===== src/rtl/image_loader_pkg.sv =====
// Shared definitions for the median-filter front end.
//   - Default frame dimensions, also used by filteringModule.
//   - Loader FSM state encodings.
package image_loader_pkg;

    localparam int DEF_IMAGE_WIDTH  = 240;
    localparam int DEF_IMAGE_HEIGHT = 180;

    typedef enum logic [1:0] {
        IDLE        = 2'd0,
        LOAD        = 2'd1,
        KICK        = 2'd2,
        WAIT_FILTER = 2'd3
    } loaderState_t;

endpackage


===== src/rtl/image_loader_raster_counter.sv =====
// raster_counter: raster-order x/y write position for the image loader.
// Ports:
//   clk       in   system clock
//   reset     in   asynchronous active-low reset, clears x/y
//   advance   in   step to the next pixel position
//   x         out  current column (0..IMAGE_WIDTH-1)
//   y         out  current row (0..IMAGE_HEIGHT-1)
//   frameLast out  position is the last pixel of the frame
module raster_counter
    import image_loader_pkg::*;
#(
    parameter int IMAGE_WIDTH  = DEF_IMAGE_WIDTH,
    parameter int IMAGE_HEIGHT = DEF_IMAGE_HEIGHT
) (
    input  logic       clk,
    input  logic       reset,
    input  logic       advance,
    output logic [7:0] x,
    output logic [7:0] y,
    output logic       frameLast
);

    localparam logic [7:0] X_LAST = 8'(IMAGE_WIDTH - 1);
    localparam logic [7:0] Y_LAST = 8'(IMAGE_HEIGHT - 1);

    logic lineLast;

    assign lineLast  = (x == X_LAST);
    assign frameLast = lineLast && (y == Y_LAST);

    always_ff @(posedge clk or negedge reset) begin
        if (!reset) begin
            x <= 8'd0;
            y <= 8'd0;
        end else if (advance) begin
            if (lineLast) begin
                x <= 8'd0;
                y <= frameLast ? 8'd0 : y + 8'd1;
            end else begin
                x <= x + 8'd1;
            end
        end
    end

endmodule


===== src/rtl/image_loader.sv =====
// image_loader: binarises a raster-order 8-bit pixel stream into the 1-bit
// frame memory read by filteringModule, then hands the frame over with a
// one-cycle start pulse and waits for filterDone before loading again.
// Optional feature macro: LOADER_DYN_THRESH_EN adds a runtime threshold port
// sampled at every accepted pixel; otherwise parameter THRESHOLD is used.
// Ports:
//   clk, reset                 clock, asynchronous active-low reset
//   loadEnable                 permits starting a frame
//   pixelValid/pixelReady      pixel handshake (pixelReady = state LOAD)
//   pixelData                  grayscale pixel
//   threshold                  runtime threshold (LOADER_DYN_THRESH_EN only)
//   filterReady, filterDone    filteringModule status
//   start                      registered one-cycle kick to filteringModule
//   memWriteEnable, memXAddress, memYAddress, memData   frame-memory write
//   frameCount                 frames handed to the filter (wraps)
//   busy                       loader not idle
module image_loader
    import image_loader_pkg::*;
#(
    parameter int IMAGE_WIDTH  = DEF_IMAGE_WIDTH,
    parameter int IMAGE_HEIGHT = DEF_IMAGE_HEIGHT,
    parameter int THRESHOLD    = 128
) (
    input  logic       clk,
    input  logic       reset,
    input  logic       loadEnable,
    input  logic       pixelValid,
    input  logic [7:0] pixelData,
    output logic       pixelReady,
`ifdef LOADER_DYN_THRESH_EN
    input  logic [7:0] threshold,
`endif
    input  logic       filterReady,
    input  logic       filterDone,
    output logic       start,
    output logic       memWriteEnable,
    output logic [7:0] memXAddress,
    output logic [7:0] memYAddress,
    output logic       memData,
    output logic [7:0] frameCount,
    output logic       busy
);

    loaderState_t state, nextState;
    logic         accept;
    logic [7:0]   xPos, yPos;
    logic         frameLast;
    logic [7:0]   thr;

    function automatic logic binarise(input logic [7:0] pix, input logic [7:0] level);
        return (pix >= level);
    endfunction

`ifdef LOADER_DYN_THRESH_EN
    assign thr = threshold;
`else
    assign thr = 8'(THRESHOLD);
`endif

    assign pixelReady = (state == LOAD);
    assign accept     = pixelValid && pixelReady;
    assign busy       = (state != IDLE);

    raster_counter #(
        .IMAGE_WIDTH (IMAGE_WIDTH),
        .IMAGE_HEIGHT(IMAGE_HEIGHT)
    ) u_rasterCounter (
        .clk      (clk),
        .reset    (reset),
        .advance  (accept),
        .x        (xPos),
        .y        (yPos),
        .frameLast(frameLast)
    );

    always_ff @(posedge clk or negedge reset) begin
        if (!reset) begin
            state <= IDLE;
        end else begin
            state <= nextState;
        end
    end

    // filterDone is only honoured after the start cycle, so a done flag left
    // over from the previous frame cannot release the loader early.
    always_comb begin
        nextState = state;
        case (state)
            IDLE:        if (loadEnable) nextState = LOAD;
            LOAD:        if (accept && frameLast) nextState = KICK;
            KICK:        if (filterReady) nextState = WAIT_FILTER;
            WAIT_FILTER: if (filterDone && !start) nextState = loadEnable ? LOAD : IDLE;
            default:     nextState = IDLE;
        endcase
    end

    // Handover stage: start and frameCount update on the KICK -> WAIT_FILTER edge
    always_ff @(posedge clk or negedge reset) begin
        if (!reset) begin
            start      <= 1'b0;
            frameCount <= 8'd0;
        end else begin
            start <= (state == KICK) && filterReady;
            if ((state == KICK) && filterReady) begin
                frameCount <= frameCount + 8'd1;
            end
        end
    end

    // Write stage: one cycle after accept; address/data hold between writes
    always_ff @(posedge clk or negedge reset) begin
        if (!reset) begin
            memWriteEnable <= 1'b0;
            memXAddress    <= 8'd0;
            memYAddress    <= 8'd0;
            memData        <= 1'b0;
        end else begin
            memWriteEnable <= accept;
            if (accept) begin
                memXAddress <= xPos;
                memYAddress <= yPos;
                memData     <= binarise(pixelData, thr);
            end
        end
    end

endmodule


===== config.mk =====
export PLATFORM = sky130hd
export DESIGN_NAME = image_loader
export DESIGN_NICKNAME = d
export VERILOG_FILES = /design/src/rtl/image_loader_pkg.sv /design/src/rtl/image_loader_raster_counter.sv /design/src/rtl/image_loader.sv
export SDC_FILE = /design/constraint.sdc
export NUM_CORES = 1
export LEC_CHECK = 0
export BUFFER_PORTS_ARGS = -buffer_cell sky130_fd_sc_hd__clkbuf_2
export CAP_MARGIN = 5
export CORE_UTILIZATION = 56
export CTS_BUF_LIST = sky130_fd_sc_hd__clkbuf_8
export DETAILED_ROUTE_END_ITERATION = 8
export PLACE_DENSITY = 0.81
export SYNTH_ARGS = -nofsm -noshare
export SYNTH_HDL_FRONTEND = slang
export SYNTH_HIERARCHICAL = 1
export SYNTH_SLANG_ARGS = --single-unit

===== constraint.sdc =====
create_clock -name clk -period 2.8 [get_ports clk]
set_clock_uncertainty 0.05 [all_clocks]
set_input_delay 0.56 -clock clk [delete_from_list [all_inputs] [get_ports clk]]
set_output_delay 0.56 -clock clk [all_outputs]
set_load 0.005 [all_outputs]

# Word level (Yosys, flattened, before mapping)

Cells that the tools add are included.

$add $sub $neg: 3
Multipliers: 0
Divide/modulo/power cells: 0
Order comparisons: 1
Equality and inequality tests: 9
Shift operators: 0
Multiplexer cells: 8
Bitwise logic cells: 0
Reduce and logical (&&, ||, !) cells: 10

Operators by type and width:

| operator                                                 | number |
|---|---|
| adder 8 x 1 -> 8 bit, second input constant              | 3 |
| equality test 8 bit, second input constant               | 2 |
| 2-to-1 mux 8 bit                                         | 2 |
| greater-or-equal comparator 8 bit, second input constant | 1 |
| 2-to-1 mux 2 bit                                         | 4 |
| case mux 2 bit (4 select lines)                          | 1 |
| != test 2 bit, second input constant                     | 3 |
| logical AND 1 bit                                        | 5 |
| equality test 2 bit, second input constant               | 2 |
| AND reduction 4 bit                                      | 1 |
| equality test 2 x 1 -> 1 bit, second input constant      | 1 |
| zero test 2 bit                                          | 1 |
| != test 2 x 1 -> 1 bit, second input constant            | 1 |
| AND reduction 2 bit                                      | 1 |
| nonzero test 2 bit                                       | 1 |
| zero test 1 bit                                          | 1 |
| 2-to-1 mux 1 bit                                         | 1 |

Register bits: 45
Latch bits: 0
Memory bits (writable): 0
ROM bits: 0
Bits of input ports: 14
Word-level logic and storage cells: 40
Memories: 0

# Longest topological paths before layout

Word-level depth: 5
Depth in mapped cells: 10
Gate-level depth less buffers: 8

# Cells and area by module

The synthesis kept the hierarchy.

Modules (own cells, without submodules):

| module         | times used | cells an instance | area each (µm²) | seq. area each (µm²) |
|---|---|---|---|---|
| image_loader   | 1          | 88                | 1268.7          | 725.7 |
| raster_counter | 1          | 82                | 792.0           | 400.4 |

# Worst setup path before layout

No wires, ideal clock.

Path type: reg-to-reg
From: register state[1]
To: register u_rasterCounter.y[7]
Data arrival time: 2.360 ns
Data required time: 2.681 ns
Slack: 0.321 ns
Stages on the path, launching flop included: 11
Path buffers: 2
Clock period less this slack: 2.479 ns
Cells stage by stage: dfrtp_1 -> inv_1 -> ha_1 -> nand2_2 -> buf_2 -> inv_1 -> nand4_2 -> or3_1 -> clkbuf_2 -> or4_1 -> nand3_1

Word-level cells in the longest chain between the ends: 3

RTL lines:

| element                       | line                              | text |
|---|---|---|
| start, declared               | image_loader.sv:44                | `loaderState_t state, nextState;` |
| start signal, assigned        | image_loader.sv:80                | `state <= nextState;` |
| equality test 2 x 1 -> 1 bit  | image_loader.sv:60                | `assign pixelReady = (state == LOAD);` |
| net pixelReady                | image_loader.sv:29                | `output logic pixelReady,` |
| logical AND 1 bit             | image_loader.sv:61                | `assign accept = pixelValid && pixelReady;` |
| net accept                    | image_loader.sv:45                | `logic accept;` |
| AND reduction 2 bit (no line) | --                                |  |
| end signal, assigned          | image_loader_raster_counter.sv:38 | `y <= frameLast ? 8'd0 : y + 8'd1;` |
| end, declared                 | image_loader_raster_counter.sv:19 | `output logic [7:0] y,` |

The timed path passes the listed nets, and every way through them passes these cells.
A chain may end at the register's enable or synchronous reset.

# Final worst setup path

From: register u_rasterCounter.y[0]
To: register state[1]

Word-level cells in the longest chain between the ends: 5

RTL lines:

| element                          | line                              | text |
|---|---|---|
| equality test 8 bit              | image_loader_raster_counter.sv:29 | `assign frameLast = lineLast && (y == Y_LAST);` |
| logical AND 1 bit                | image_loader_raster_counter.sv:29 |  |
| net frameLast                    | image_loader.sv:47                | `logic frameLast;` |
| logical AND 1 bit                | image_loader.sv:90                | `LOAD: if (accept && frameLast) nextState = KICK;` |
| != test 2 x 1 -> 1 bit (no line) | --                                |  |
| AND reduction 4 bit (no line)    | --                                |  |

The timed path passes the listed nets, and every way through them passes these cells.

==> summary.md <==
| Metric | Value |
|---|---|
| Status | `complete, no violations` |
| Area grow syn2layout | `15.4%` |
| Layout cells sized above 1 | `32.9%` |
| Syn_area_per_cell | `12.1 µm²` |
| P_leak | `1.17 nW` |
| FF-to-FF setup slack | `approximately 0.17 ns` |
| Post-detail-place hpwl | `2760 µm` |
| Longest Clk Path Bufs | `2` |
| Post-DP Area | `between 2000 and 2500 µm²` |
| Initial Utilization | `approximately 60%` |
| Startpoint types | `flip-flop` |
| Min Tclk post-route | `2.63 ns` |
| ANT cells | `0` |
| Max Slew Vio Count | `0` |
| Total wire length | `around 3800 µm` |
| TritonCTS clock tree | `done` |
| Setup bufs post-CTS | `0` |
| Worst-Margin Slew | `~0.55 ns` |
| Number of synthesized register bits | `between 40 and 50` |
| Fin crit share | `93.8%` |
| Grt ovf | `0` |
| Commonest non-fill, non-tap cell in the layout | `dfrtp_1` |
| DR vias/cell | `~5.6` |
| All-Layer GR Usage | `22.0%` |
| Net Count, Synth | `192` |
| I/O pins | `43` |
| CP endpoint kind | `flip-flop` |
| Core area | `between 3000 and 4000 µm²` |
| CTS buffer count | `5` |
| Cell Area, Synth | `2060 µm²` |
| Worst R2R Path Depth | `7` |
| Commonest cells after routing, fill and taps aside | `dfrtp_1 (45), clkbuf_2 (35), mux2_2 (17)` |
| Filler cells | `275` |
| P per Cell Area | `780 nW/µm²` |
| Post-Layout Inst Area | `2380 µm²` |
| Post-synthesis async set-or-reset flop share | `100%` |
| Top FF cell, synth | `dfrtp_1` |
| First DRT Iteration DRCs | `71` |
| Number of flops mapped to enable cells by yosys | `0` |
| H-tree depth | `2` |
| Pin count of the biggest net entering global routing | `46` |
| Cells after synthesis | `170` |
| Clock sinks | `45` |
| Via count | `1,435` |
| Worst R2R Start | `u_rasterCounter/y[0]$_DFFE_PN0P_` |
| Setup violators final | `0` |
| Initial antenna violation count | `0` |
| GP Congestion | `0.855` |
| Die footprint | `3930 µm²` |
| # nets final | `233` |
| Die width | `62.7 µm` |
| Max cap viols | `0` |
| DRT antenna net count | `0` |
| HP Class | `in2async` |
| Wire length per cell | `15.0 µm` |
| Worst-path maximum fanout | `6` |
| Initial DRT Pass Iterations | `4` |
| Hold slack | `0.277 ns` |
| Fin Setup TNS | `0 ns` |
| Worst path required time | `2.94 ns` |
| Netlist cell types | `40` |
| Number of global-route vias before repair | `between 1,000 and 1,500` |
| # port buffers | `35` |
| Die height | `62.7 µm` |
| DRC Markers | `0` |
| Max Fclk | `0.381 GHz` |
| Clock Tree Root | `clkbuf_8` |
| Rows | `21` |
| Maximum VDD drop | `roughly 0.68 mV` |
| Clock transition at the registers of the reported paths | `0.07 ns` |
| RSZ-0062 raised after global routing | `false` |
| Final Hold Fails | `0` |
| WS Path Type | `reg2reg` |
| Worst skew pair latency | `around 0.3 ns` |
| FF-to-FF End | `state[1]$_DFFE_PN0P_` |
| Arrival time worst endpoint | `2.77 ns` |
| First-pass GRT wire length | `6550 µm` |
| Seq/Total Area, Yosys | `54.6%` |
| Yosys warning total | `6` |
| Rel. slew slack | `63.5%` |
==> power by group <==
group,switching [mW],leakage [nW],internal [mW]
Clock,0.202,0.0399,0.164
Combinational,0.268,0.554,0.299
Sequential,0.141,0.579,0.781
Total,0.611,1.17,1.24
==> cell usage after synthesis, drive strengths merged (2+ instances only) <==
library cell	count	share of area (%)
or4	2	0.73
or3	2	0.61
nor2	4	0.73
dfrtp	45	55
nor3	5	1.2
inv	7	1.3
ha	8	4.9
buf	2	0.49
o21ai	6	1.5
clkbuf	2	0.42
a21oi	4	0.97
xor2	6	2.6
and3	3	0.91
mux2	20	11
nand3	9	2.2
nand2	15	2.9
nand4	6	2.1
nand2b	2	0.97
xnor2	6	2.6
nor2b	3	1.3
==> timing repair <==
action / in CTS / in global routing
hold buffers: 0 / 0
resized for setup: 0 / 1
setup endpoints to repair: 0 / 1
endpoints found under the hold margin: 0 / 0
==> routing by layer <==
layer / wire (µm) / track usage (%) / vias up
met5: 0 / 0 / -
met4: 72 / 12.8 / 0
met3: 139 / 4.38 / 7
met2: 1950 / 36.1 / 32
met1: 1670 / 27.0 / 719
li1: - / - / 677
==> kinds of logic (layout without fill, tap and decap cells) <==
family | after synthesis | in the layout | share of synthesized area (%)
AOI/OAI and AO/OA | 19 | 19 | 6.98
xor gates and xnor gates | 12 | 12 | 5.10
adders and majority gates | 8 | 8 | 4.86
buffers and inverters | 11 | 51 | 2.19
DFF | 45 | 45 | 54.6
muxes | 21 | 21 | 11.6
and+or+nand+nor | 54 | 54 | 14.6
==> cell type report <==
class,count,area [µm²],area share (%)
Clock inverter,1,5.00,0.211
Timing Repair Buffer,38,198,8.32
Inverter,7,26.3,1.11
Multi-Input combinational cell,114,896,37.7
Clock buffer,5,68.8,2.89
Sequential cell,45,1130,47.4
Tap cell,46,57.6,2.42
==> registers in the layout, summed over array words and instances (netlist names) <==
signal	cells
memYAddress	8
memWriteEnable	1
u_rasterCounter/y	8
start	1
state	2
frameCount	8
memXAddress	8
memData	1
u_rasterCounter/x	8
==> metrics by stage <==
step	std cells	worst slack, ns	total power [mW]	util (%)
after global routing	256	0.0478	1.97	69.1
after global placement	250	0.279	1.45	66.7
after CTS	256	0.0930	1.86	68.9
final	256	0.172	1.85	69.1
after detailed placement	250	0.113	1.50	66.7
after floorplan	170	0.321	1.28	-
==> worst max-delay path by stage <==
stage / startpoint / to / slack (ns) / cells past startpoint
2_1_floorplan: state[1]$_DFFE_PN0P_ / u_rasterCounter/y[7]$_DFFE_PN0P_ / 0.32 / 10
3_3_place_gp: u_rasterCounter/y[0]$_DFFE_PN0P_ / state[1]$_DFFE_PN0P_ / 0.28 / 7
3_5_place_dp: u_rasterCounter/y[0]$_DFFE_PN0P_ / state[1]$_DFFE_PN0P_ / 0.11 / 7
4_1_cts: u_rasterCounter/y[0]$_DFFE_PN0P_ / state[1]$_DFFE_PN0P_ / 0.09 / 7
5_1_grt: u_rasterCounter/y[0]$_DFFE_PN0P_ / state[1]$_DFFE_PN0P_ / 0.05 / 7
6_report: u_rasterCounter/y[0]$_DFFE_PN0P_ / state[1]$_DFFE_PN0P_ / 0.17 / 7
==> critical path, stage by stage, from the launching register on <==
cell	delay, ns
dfrtp_1	0.40
ha_1	0.22
inv_1	0.08
or4_1	0.60
nor4_2	0.42
a21boi_2	0.13
a2111oi_4	0.28
mux2_4	0.33
No activity file was read; power rests on OpenSTA's default activity.
